<file path="src/rtl/mac_pe_pkg.sv">
// Shared MiniTPU definitions for the mac_pe systolic cell:
// width defaults, accumulator FSM states, clamp helper.
package minitpu_pkg;

  localparam int DATA_W_DEF = 8;
  localparam int ACC_W_DEF  = 32;

  typedef enum logic {
    IDLE = 1'b0,
    ACC  = 1'b1
  } pe_state_e;

  // Signed min (neg=1) or max (neg=0) of a w-bit field, low w bits valid
  function automatic logic [63:0] sat_clip(
    input logic neg,
    input int   w
  );
    logic [63:0] m;
    m = 64'd1 << (w - 1);
    return neg ? m : m - 64'd1;
  endfunction

endpackage

</file>
<file path="src/rtl/mac_pe_if.sv">
// Beat, weight-load, psum and result bundle of one mac_pe.
// master drives operands, slave is the PE.
interface mac_pe_if
  import minitpu_pkg::*;
#(
  parameter int DATA_W = DATA_W_DEF,
  parameter int ACC_W  = ACC_W_DEF
) ();

  logic                     in_valid;
  logic signed [DATA_W-1:0] a;
  logic signed [DATA_W-1:0] b;
  logic                     first;
  logic                     last;
  logic                     ws_mode;
  logic                     w_load;
  logic signed [ACC_W-1:0]  psum_in;
  logic signed [DATA_W-1:0] a_out;
  logic signed [DATA_W-1:0] b_out;
  logic                     out_valid;
  logic signed [ACC_W-1:0]  result;
  logic                     result_valid;
  logic                     overflow;
  logic signed [ACC_W-1:0]  psum_out;

  modport master (
    output in_valid, a, b, first, last,
    output ws_mode, w_load, psum_in,
    input  a_out, b_out, out_valid,
    input  result, result_valid, overflow,
    input  psum_out
  );

  modport slave (
    input  in_valid, a, b, first, last,
    input  ws_mode, w_load, psum_in,
    output a_out, b_out, out_valid,
    output result, result_valid, overflow,
    output psum_out
  );

endinterface

</file>
<file path="src/rtl/mac_pe_sat_add.sv">
// W+1-bit signed add with optional clamp to the W-bit range;
// ovf flags any out-of-range sum, clamped or wrapped.
module sat_add
  import minitpu_pkg::*;
#(
  parameter int W   = ACC_W_DEF,
  parameter bit SAT = 1'b1
) (
  input  logic signed [W-1:0] x,
  input  logic signed [W-1:0] y,
  output logic signed [W-1:0] sum,
  output logic                ovf
);

  logic signed [W:0] wide;

  assign wide = {x[W-1], x} + {y[W-1], y};
  assign ovf  = wide[W] ^ wide[W-1];
  assign sum  = (SAT && ovf) ? W'(sat_clip(wide[W], W))
                             : W'(wide);

endmodule

</file>
<file path="src/rtl/mac_pe.sv">
// Signed MAC systolic cell: output-stationary accumulate with
// first/last framing, or weight-stationary psum chaining.
module mac_pe
  import minitpu_pkg::*;
#(
  parameter int DATA_W   = DATA_W_DEF,
  parameter int ACC_W    = ACC_W_DEF,
  parameter bit SATURATE = 1'b1
) (
  input logic   clk,
  input logic   rst,
  mac_pe_if.slave io
);

  pe_state_e state, state_nx;

  logic signed [DATA_W-1:0]   weight;
  logic signed [DATA_W-1:0]   op;
  logic signed [2*DATA_W-1:0] prod;
  logic signed [ACC_W-1:0]    prod_ext;
  logic signed [ACC_W-1:0]    acc;
  logic signed [ACC_W-1:0]    acc_base;
  logic signed [ACC_W-1:0]    acc_sum;
  logic signed [ACC_W-1:0]    psum_sum;
  logic                       acc_ovf;
  logic                       os_beat;
  logic                       restart;

  assign op       = io.ws_mode ? weight : io.b;
  assign prod     = (2*DATA_W)'(io.a) * (2*DATA_W)'(op);
  assign prod_ext = ACC_W'(prod);

  always_ff @(posedge clk) begin
    if (!rst) state <= IDLE;
    else      state <= state_nx;
  end

  always_comb begin
    state_nx = state;
    if (os_beat) state_nx = io.last ? IDLE : ACC;
  end

  // A beat out of IDLE or flagged first starts from zero
  always_comb begin
    os_beat  = !io.ws_mode && io.in_valid;
    restart  = (state == IDLE) || io.first;
    acc_base = restart ? '0 : acc;
  end

  sat_add #(.W(ACC_W), .SAT(SATURATE)) u_acc_add (
    .x   (acc_base),
    .y   (prod_ext),
    .sum (acc_sum),
    .ovf (acc_ovf)
  );

  sat_add #(.W(ACC_W), .SAT(SATURATE)) u_psum_add (
    .x   (io.psum_in),
    .y   (prod_ext),
    .sum (psum_sum),
    .ovf ()
  );

  always_ff @(posedge clk) begin
    if (!rst) begin
      io.a_out        <= '0;
      io.b_out        <= '0;
      io.out_valid    <= 1'b0;
      io.result       <= '0;
      io.result_valid <= 1'b0;
      io.overflow     <= 1'b0;
      io.psum_out     <= '0;
      acc             <= '0;
      weight          <= '0;
    end else begin
      io.a_out        <= io.a;
      io.b_out        <= io.b;
      io.out_valid    <= io.in_valid;
      io.result_valid <= os_beat && io.last;
      if (os_beat) begin
        acc         <= acc_sum;
        io.overflow <= restart ? acc_ovf
                               : (io.overflow | acc_ovf);
        if (io.last) io.result <= acc_sum;
      end
      if (io.w_load) weight <= io.b;
      if (io.ws_mode && io.in_valid) io.psum_out <= psum_sum;
    end
  end

endmodule

</file>
<file path="src/flat_wrapper.sv">
// flat-port wrapper written by rule: the top's interface ports become plain ports
module mac_pe_flat import minitpu_pkg::*;
#(
  parameter int DATA_W   = DATA_W_DEF,
  parameter int ACC_W    = ACC_W_DEF,
  parameter bit SATURATE = 1'b1
)
  (clk, rst, io_in_valid, io_a, io_b, io_first, io_last, io_ws_mode, io_w_load, io_psum_in, io_a_out, io_b_out, io_out_valid, io_result, io_result_valid, io_overflow, io_psum_out);
  mac_pe_if #(.DATA_W(DATA_W), .ACC_W(ACC_W)) io_i ();
  input logic clk;
  input logic rst;
  input wire logic [$bits(io_i.in_valid)-1:0] io_in_valid;
  input wire logic [$bits(io_i.a)-1:0] io_a;
  input wire logic [$bits(io_i.b)-1:0] io_b;
  input wire logic [$bits(io_i.first)-1:0] io_first;
  input wire logic [$bits(io_i.last)-1:0] io_last;
  input wire logic [$bits(io_i.ws_mode)-1:0] io_ws_mode;
  input wire logic [$bits(io_i.w_load)-1:0] io_w_load;
  input wire logic [$bits(io_i.psum_in)-1:0] io_psum_in;
  output wire logic [$bits(io_i.a_out)-1:0] io_a_out;
  output wire logic [$bits(io_i.b_out)-1:0] io_b_out;
  output wire logic [$bits(io_i.out_valid)-1:0] io_out_valid;
  output wire logic [$bits(io_i.result)-1:0] io_result;
  output wire logic [$bits(io_i.result_valid)-1:0] io_result_valid;
  output wire logic [$bits(io_i.overflow)-1:0] io_overflow;
  output wire logic [$bits(io_i.psum_out)-1:0] io_psum_out;
  assign io_i.in_valid = io_in_valid;
  assign io_i.a = io_a;
  assign io_i.b = io_b;
  assign io_i.first = io_first;
  assign io_i.last = io_last;
  assign io_i.ws_mode = io_ws_mode;
  assign io_i.w_load = io_w_load;
  assign io_i.psum_in = io_psum_in;
  assign io_a_out = io_i.a_out;
  assign io_b_out = io_i.b_out;
  assign io_out_valid = io_i.out_valid;
  assign io_result = io_i.result;
  assign io_result_valid = io_i.result_valid;
  assign io_overflow = io_i.overflow;
  assign io_psum_out = io_i.psum_out;
  mac_pe #(.DATA_W(DATA_W), .ACC_W(ACC_W), .SATURATE(SATURATE)) u_core (.clk(clk), .rst(rst), .io(io_i));
endmodule
</file>
<file path="config.mk">
export PLATFORM = sky130hd
export DESIGN_NAME = mac_pe_flat
export DESIGN_NICKNAME = d
export VERILOG_FILES = /design/src/rtl/mac_pe_pkg.sv /design/src/rtl/mac_pe_if.sv /design/src/rtl/mac_pe_sat_add.sv /design/src/rtl/mac_pe.sv /design/src/flat_wrapper.sv
export SDC_FILE = /design/constraint.sdc
export NUM_CORES = 1
export LEC_CHECK = 0
export CORE_ASPECT_RATIO = 0.7
export CORE_MARGIN = 3
export CORE_UTILIZATION = 30
export CTS_BUF_LIST = sky130_fd_sc_hd__clkbuf_8
export DETAILED_ROUTE_END_ITERATION = 16
export PLACE_DENSITY = 0.51
export SYNTH_ARGS = -nofsm -noshare
export SYNTH_HDL_FRONTEND = slang
export SYNTH_SLANG_ARGS = --single-unit
</file>
<file path="constraint.sdc">
create_clock -name clk -period 10.4 [get_ports clk]
set_clock_uncertainty 0.05 [all_clocks]
set_input_delay 2.08 -clock clk [delete_from_list [all_inputs] [get_ports clk]]
set_output_delay 2.08 -clock clk [all_outputs]
set_load 0.01 [all_outputs]
</file>
== After elaboration in Yosys (flattened, before gate mapping) ==
Index checks and enable logic that the tools add are counted.

* Add/sub/neg operators: 2
* Multiply operators: 1
* Mux-type cells: 8
* Bitwise operators: 4
* Reduce and logical (&&, ||, !) cells: 6

{| class="wikitable"
|+ Operator list
! cell !! number
|-
| two-way mux 32 bit || 5
|-
| adder 32 x 16 -> 33 bit || 2
|-
| multiplier 8 x 8 -> 16 bit || 1
|-
| two-way mux 8 bit || 1
|-
| logical AND 1 bit || 3
|-
| two-way mux 1 bit || 2
|-
| AND reduction 2 bit || 1
|-
| bitwise XOR 1 bit || 2
|-
| zero test 1 bit || 1
|-
| logical OR 1 bit || 1
|-
| inverter 1 bit || 1
|-
| OR 1 bit || 1
|}

* Register bits after elaboration: 124
* Output and inout bits: 83

== Logic depth before layout (Yosys ltp) ==
* Depth in word-level cells: 7
* Mapped depth: 35
* Mapped depth without buffers: 33

== By module ==
From an unflattened synthesis, not the netlist that was laid out.

* Cells, all modules: 1330
* Area, all modules: 11065.6 um2

{| class="wikitable"
|+ By module, submodules not included
! module !! times used !! cells an instance !! area an instance (um2)
|-
| mac_pe || 1 || 756 || 6979.2
|-
| sat_add || 2 || 287 || 2043.2
|}

== Worst setup path after synthesis ==
Ideal clock, no wire load.

* Path kind: input -> register
* From: input port io_ws_mode
* To: register u_core.io.psum_out[30]
* Library setup time: 117 ps
* Arrival: 10175 ps
* Setup slack: 58 ps
* Stages: 33
* Path through: clkbuf_1 -> mux2i_1 -> nor2b_1 -> fa_1 -> inv_1 -> fa_1 -> inv_1 -> fa_1 -> inv_1 -> fa_1 -> inv_1 -> ha_1 -> a21o_1 -> a21oi_1 -> nand3_1 -> a311oi_2 -> o31a_1 -> buf_6 -> clkbuf_1 -> clkbuf_1 -> inv_1 -> ha_1 -> a21o_1 -> a21o_1 -> a21oi_1 -> o22ai_1 -> a21o_1 -> o31a_1 -> maj3_1 -> o21a_1 -> o211ai_1 -> o21bai_1 -> nand2_1

* Word-level cells in the longest chain between the ends: 5
* Elaborated cells between the ends (all ways): 7
* Those cells by class: 1 x add/sub; 1 x mul; 3 x mux; 1 x bitwise; 1 x reduce/logical

{| class="wikitable"
|+ Ends and longest elaborated chain
! item !! RTL line !! RTL
|-
| start, declared || flat_wrapper.sv:17 || <nowiki>input wire logic [$bits(io_i.ws_mode)-1:0] io_ws_mode;</nowiki>
|-
| two-way mux 8 bit || mac_pe.sv:29 || <nowiki>assign op = io.ws_mode ? weight : io.b;</nowiki>
|-
| multiplier 8 x 8 -> 16 bit || mac_pe.sv:30 || <nowiki>assign prod = (2*DATA_W)'(io.a) * (2*DATA_W)'(op);</nowiki>
|-
| adder 32 x 16 -> 33 bit || mac_pe_sat_add.sv:17 || <nowiki>assign wide = {x[W-1], x} + {y[W-1], y};</nowiki>
|-
| two-way mux 32 bit / bitwise XOR 1 bit (equally long branches) || mac_pe_pkg.sv:20, mac_pe_sat_add.sv:18 ||
|-
| two-way mux 32 bit || mac_pe_sat_add.sv:19 || <nowiki>assign sum = (SAT && ovf) ? W'(sat_clip(wide[W], W))</nowiki>
|-
| end signal, assigned || mac_pe.sv:87 || <nowiki>if (io.ws_mode && io.in_valid) io.psum_out <= psum_sum;</nowiki>
|-
| end, declared || mac_pe_if.sv:39 || <nowiki>output psum_out</nowiki>
|}

Parallel ways exist; a longest one is shown, timed or not.
A chain may end at the register's enable or synchronous reset.

== Final worst setup path ==
* From: input port io_ws_mode
* To: register u_core.acc[15]

* Word-level cells in the longest chain between the ends: 5
* Elaborated cells between the ends (all ways): 8
* Those cells by class: 1 x add/sub; 1 x mul; 3 x mux; 1 x bitwise; 2 x reduce/logical

{| class="wikitable"
|+ Ends and longest elaborated chain
! item !! RTL line !! RTL
|-
| two-way mux 8 bit || mac_pe.sv:29 ||
|-
| multiplier 8 x 8 -> 16 bit || mac_pe.sv:30 ||
|-
| adder 32 x 16 -> 33 bit || mac_pe_sat_add.sv:17 ||
|-
| two-way mux 32 bit / bitwise XOR 1 bit (equally long branches) || mac_pe_pkg.sv:20, mac_pe_sat_add.sv:18 ||
|-
| two-way mux 32 bit || mac_pe_sat_add.sv:19 ||
|-
| end signal, assigned || mac_pe.sv:81 || <nowiki>acc <= acc_sum;</nowiki>
|-
| end, declared || mac_pe.sv:21 || <nowiki>logic signed [ACC_W-1:0] acc;</nowiki>
|}

Parallel ways exist; a longest one is shown, timed or not.

==> results.md <==
* Max incr delay on CP at between 0.6 and 0.7 ns
* Sink Count at between 100 and 150
* Initial core utilization at 30.6%
* Share of layout cells above drive strength 1 at 8.83%
* GR Util met3 at under 10%
* #FFs+latches synth at 124
* Synth Flop Type: dfxtp_1
* Async set-reset flop share out of synthesis at 0%
* P&R area growth vs syn at 24.0%
* Crit end category: register
* GRT busiest layer: met1
* RSZ-0062 raised after global routing: no
* Vias per std cell at between 5 and 6
* Dpl hpwl at 27700 um
* Die height at roughly 170 um
* Fillers at between 3000 and 4000
* Syn nets at ~1500
* Yosys warnings at 0
* Drt first pass iters at 5
* CP endpoint: u_core.acc[15]
* Nets at 1700
* Die X at 235 um
* Final Critical Period at 9.86 ns
* Most frequent cells in the layout: a21oi_1 (155), o21ai_0 (142), clkdlybuf4s50_1 (136)
* Gr usage total at between 10% and 20%
* Commonest non-fill, non-tap cell in the layout: a21oi_1
* Syn Inst Count at 1348
* Root buf cell: clkbuf_8
* Core area at ~36000 um2
* R2R cell count at 30
* Hold Slack at 0.408 ns
* Setup-failing EPs final at 0
* Multi-input logic area at approximately 7900 um2
* Cell variety after synth at 77
* Sequential share of the synthesized area at ~23%
* Worst Tran Pin Value at 1.19 ns
* Post-DRT Antenna Nets at 0
* Detailed-route wire length per cell at 17.8 um
* Crit Path Max Fanout at 8
* Syn Std Cell Area at roughly 11000 um2
* Max-slew violations at 0
* Htree depth at 4
* Arrival @ worst endpoint at roughly 10 ns
* Clock Pin Slew Worst Setup and Hold Paths at ~0.08 ns
* Worst skew pair latency at 0.49 ns
* Hold WC Path Type: reg -> reg
* Dpl cell area at 13200 um2
* Critical register-to-register path startpoint: u_core.weight[2]
* Final Worst Setup Slack at ~0.54 ns
* Register-to-register setup slack at approximately 2.5 ns
* Worst R2R End: u_core.acc[15]
* # diodes at 0
* Port buffer count at about 140
* Max Cap Viol at 0
* DRC at 0
* First-pass GRT wire length at between 50000 and 60000 um
* Grt met1 use at roughly 28%
* TNS Setup at 0 ns
* 1st-iter DRT viols at about 700
* Maximum clock rate at a little over 100 MHz
* Design area at around 14000 um2
* Initial antenna violation count at 1
* CP Launch Point: io_ws_mode
* Post-synth EDFFs at 0
* Setup WS pre-CTS at roughly 0.15 ns
* Max transition margin at about a fifth
* GRT overflow at 0
* Pin count of the biggest net entering global routing at 77
* IO Count at between 100 and 150
* Worst path slowest cell: clkdlybuf4s50_1
* Met2 Resource Use GR at around a quarter
* Mean Syn Cell Area at 8.18 um2
* Critical setup path kind: in -> reg
* RePlAce Congestion at 0.882
* Startpoint Class: input pin
* Clock Tree Buf Depth at 2
* FF+latch area at 2480 um2
* Via count at approximately 10000
* CP required at about 11 ns
* CTS tree: built
* Period Utilization, post-route at ~95%
* Final hold violation count at 0
* Num CTS Buffers at 17
* Hold buffer count at cts at 0
* Outcome: finished, final reports clean
* Die footprint at roughly 39000 um2
* Routed WL at 35500 um
* Number of global-route vias before repair at 9768
* Site Rows at just under 60
[per-stage QoR]
step	util (%)	instances
floorplan	-	1348
global placement	36.7	1965
detailed placement	36.7	1965
CTS	37.9	1997
global route	37.9	1997
finish	37.9	1997
[area by class of cell]
cell class                 count  area share [%]
inverter                     105            2.92
timing repair buffer         204            13.8
clock buffer                  19            1.91
tap                          480            4.39
sequential                   124            18.2
multi-input combinational   1052            57.6
clock inverter                13            1.20
[state kept, by name, indices dropped and copies added (netlist names)]
register,flops
u_core.weight,8
u_core.io.psum_out,32
u_core.io.a_out,8
u_core.io.overflow,1
u_core.io.result,32
u_core.acc,32
u_core.io.b_out,8
u_core.state,1
u_core.io.result_valid,1
u_core.io.out_valid,1
[what timing repair did]
| action | in CTS | in global routing |
|---|---|---|
| endpoints found under the hold margin | 0 | 0 |
| setup buffers | 0 | 0 |
| endpoints found under the setup margin | 0 | 7 |
| gates resized for setup | 0 | 1 |
[cells by family after synthesis]
kind of cell	share of synthesized area [%]
AO/OA/AOI/OAI	25.7
adder cells (fa/ha/maj)	20.6
buffers and inverters	6.21
AND/OR/NAND/NOR	16.1
multiplexers	2.27
flip-flops	22.5
XOR/XNOR	6.59
[how the worst min path moves through the flow]
stage          slack (ns)             end  depth (start not counted)      startpoint
2_1_floorplan        0.38  u_core.acc[13]                          2  u_core.acc[13]
3_3_place_gp         0.40  u_core.acc[13]                          2  u_core.acc[13]
3_5_place_dp         0.40  u_core.acc[13]                          2  u_core.acc[13]
4_1_cts              0.41  u_core.acc[13]                          2  u_core.acc[13]
5_1_grt              0.45  u_core.acc[13]                          2  u_core.acc[13]
6_report             0.41  u_core.acc[13]                          2  u_core.acc[13]
[synthesized netlist by cell type, types with 20 or more instances]
master    instances  area [um2]
a21o_1           41         308
a21oi_1         155         776
and2_1           58         363
clkbuf_1         58         218
dfxtp_1         124        2480
fa_1             57        1140
ha_1             84        1050
inv_1           104         390
nand2_1          77         289
nand3_1          33         165
nor2_1           51         191
nor2b_1          44         275
nor3_1           20         100
o21ai_0         142         711
xnor2_1          58         508
xor2_1           25         219
[routing by layer]
layer	routed length, um	up-vias
met5	13	-
met4	256	2
met3	2260	20
met2	14500	252
met1	18500	4819
li1	-	5028
[worst max-delay path: cells and delay by family]
kind,cells,cell delay (ns)
compound gates,8,1.92
xor+xnor,1,0.41
fa+ha+maj,6,2.67
buf+inv,7,1.17
mux,2,0.52
simple gates,7,1.32
Power is not shown: default switching activity piles up to over one toggle a cycle in this logic, so the estimate is an artifact.
==> patch (config.mk and constraints unchanged) <==
Set the package constant `DATA_W_DEF` to 9 (it was 8).
--- a/src/rtl/mac_pe_pkg.sv
+++ b/src/rtl/mac_pe_pkg.sv
@@ -4,3 +4,3 @@
 
-  localparam int DATA_W_DEF = 8;
+  localparam int DATA_W_DEF = 9;
   localparam int ACC_W_DEF  = 32;
Interface: changed (resized io_a, io_a_out, io_b and io_b_out); port bits go from 138 to 142. No check against the original RTL was run, so the function may have changed too.
==> patch against the unedited design <==
- sequential cell count rose by 3
- design area rose by 4.0%
- via count rose by 1.9%
- worst setup slack got worse by 110 ps
- routed wire length rose by 3.4%
- synthesized area rose by 3.1%
- synthesized cell count fell by 1.5%
- register-to-register slack got worse by 90 ps
- sequential share of layout area fell by 0.27 points
- critical endpoint is now u_core.io.result[29]
Power is not shown: default switching activity piles up to over one toggle a cycle in this logic, so the estimate is an artifact.
==> patch: results (changes against the unedited design) <==
- Met3 Wirelength: 2.06 mm (-9.1%)
- CP arrival: 10310 ps (+190 ps)
- Fraction of area in multi-input gates: 0.580 (+0.00360)
- Non-clock buffer share: 0.147 (+0.00900)
- Initial DRC count: 700 (-0.14%)
- Post-place setup slack: -88.8 ps (-242 ps)
- DR top layer: met4
- Synth area leaders: dfxtp_1 22%, fa_1 13%, ha_1 10%
- Met2 WL: 14.9 mm (+3.2%)
- Fillers: 3711 (+0.65%)
- DR pass1 iterations: 7 (+2)
- GRT met2 Usage: 0.263 (+0.00239)
- Post-synthesis sequential area ratio: 0.224 (-0.00141)
- Clock Sink Count: 127 (+2.4%)
- Largest net degree at the start of global routing: 52 (-32%)
- Metal-1 WL: 19.2 mm (+3.7%)
- GP Congestion: 0.916 (+3.9%)
- Util after Layout: 0.388 (+0.00881)
- Max FO, Critical Path: 13 (+5)
- Detailed-placement wirelength estimate: 29.4 mm (+6.1%)
- R2R cell count: 31 (+3.3%)
- Layout cells sized above 1: 0.107 (+0.0186)
- Register area: 0.00254 mm2 (+2.4%)
- Met1 GRT Util: 0.282 (+0.000650)
- #MultiIn Comb: 1044 (-0.76%)
- Met3 GRT Util: 0.0326 (-0.0106)
- Mapped Avg Cell Area: 8.56 um2 (+4.6%)
- Worst-margin pin slew: 1010 ps (-185 ps)
- Fin nets: 1738 (+2.2%)
- Worst hold stages: 2 (unchanged)
- Placed Area: 0.0138 mm2 (+4.5%)
- I/O Buffers: 141 (+2.9%)
- Mapped Nets: 1550 (+0.39%)
- ClkCell Share: 0.0252 (-0.00594)
- Crit path max-delay cell type: a2111oi_1
- CP peak stage delay: 580 ps (-30 ps)
- Commonest cells post-synth: 127 x dfxtp_1, 113 x nand2_1, 102 x o21ai_0
- Status: completed
- Routed wire length: 36.8 mm (+3.4%)
- Synth cell types: 84 (+9.1%)
- Via count: 10.3k (+1.9%)
- Tot GR Track Use: 0.184 (+0.000476)
-- patch: cell types whose count changed after synthesis, sizes merged, moves of 13 or more --
cell | unedited run | this run
nor2b | 44 | 24
o211ai | 10 | 28
a221o | 0 | 15
o21ai | 149 | 109
nand2 | 78 | 114
fa | 57 | 72
clkbuf | 58 | 35
a21o | 41 | 28
a21oi | 157 | 110
a22o | 2 | 23
-- patch: cell families after synthesis --
group,synth area share
flip-flops,0.224
XOR/XNOR,0.0683
multiplexers,0.0183
AND/OR/NAND/NOR,0.168
buffers and inverters,0.0546
AO/OA/AOI/OAI,0.236
adder cells (fa/ha/maj),0.231
-- patch: what timing repair did --
action                                  CTS  global route
resized for setup                         0             5
buffers inserted                          0             0
hold buffers                              0             0
endpoints found under the setup margin    0            26
-- patch: final timing paths --
path,start,end,slack (ps)
setup / recovery,io_ws_mode,u_core.io.result[29],430
hold / removal,u_core.acc[1],u_core.acc[1],410
setup reg to reg,u_core.weight[1],u_core.io.result[29],2440
hold reg to reg,u_core.acc[1],u_core.acc[1],410
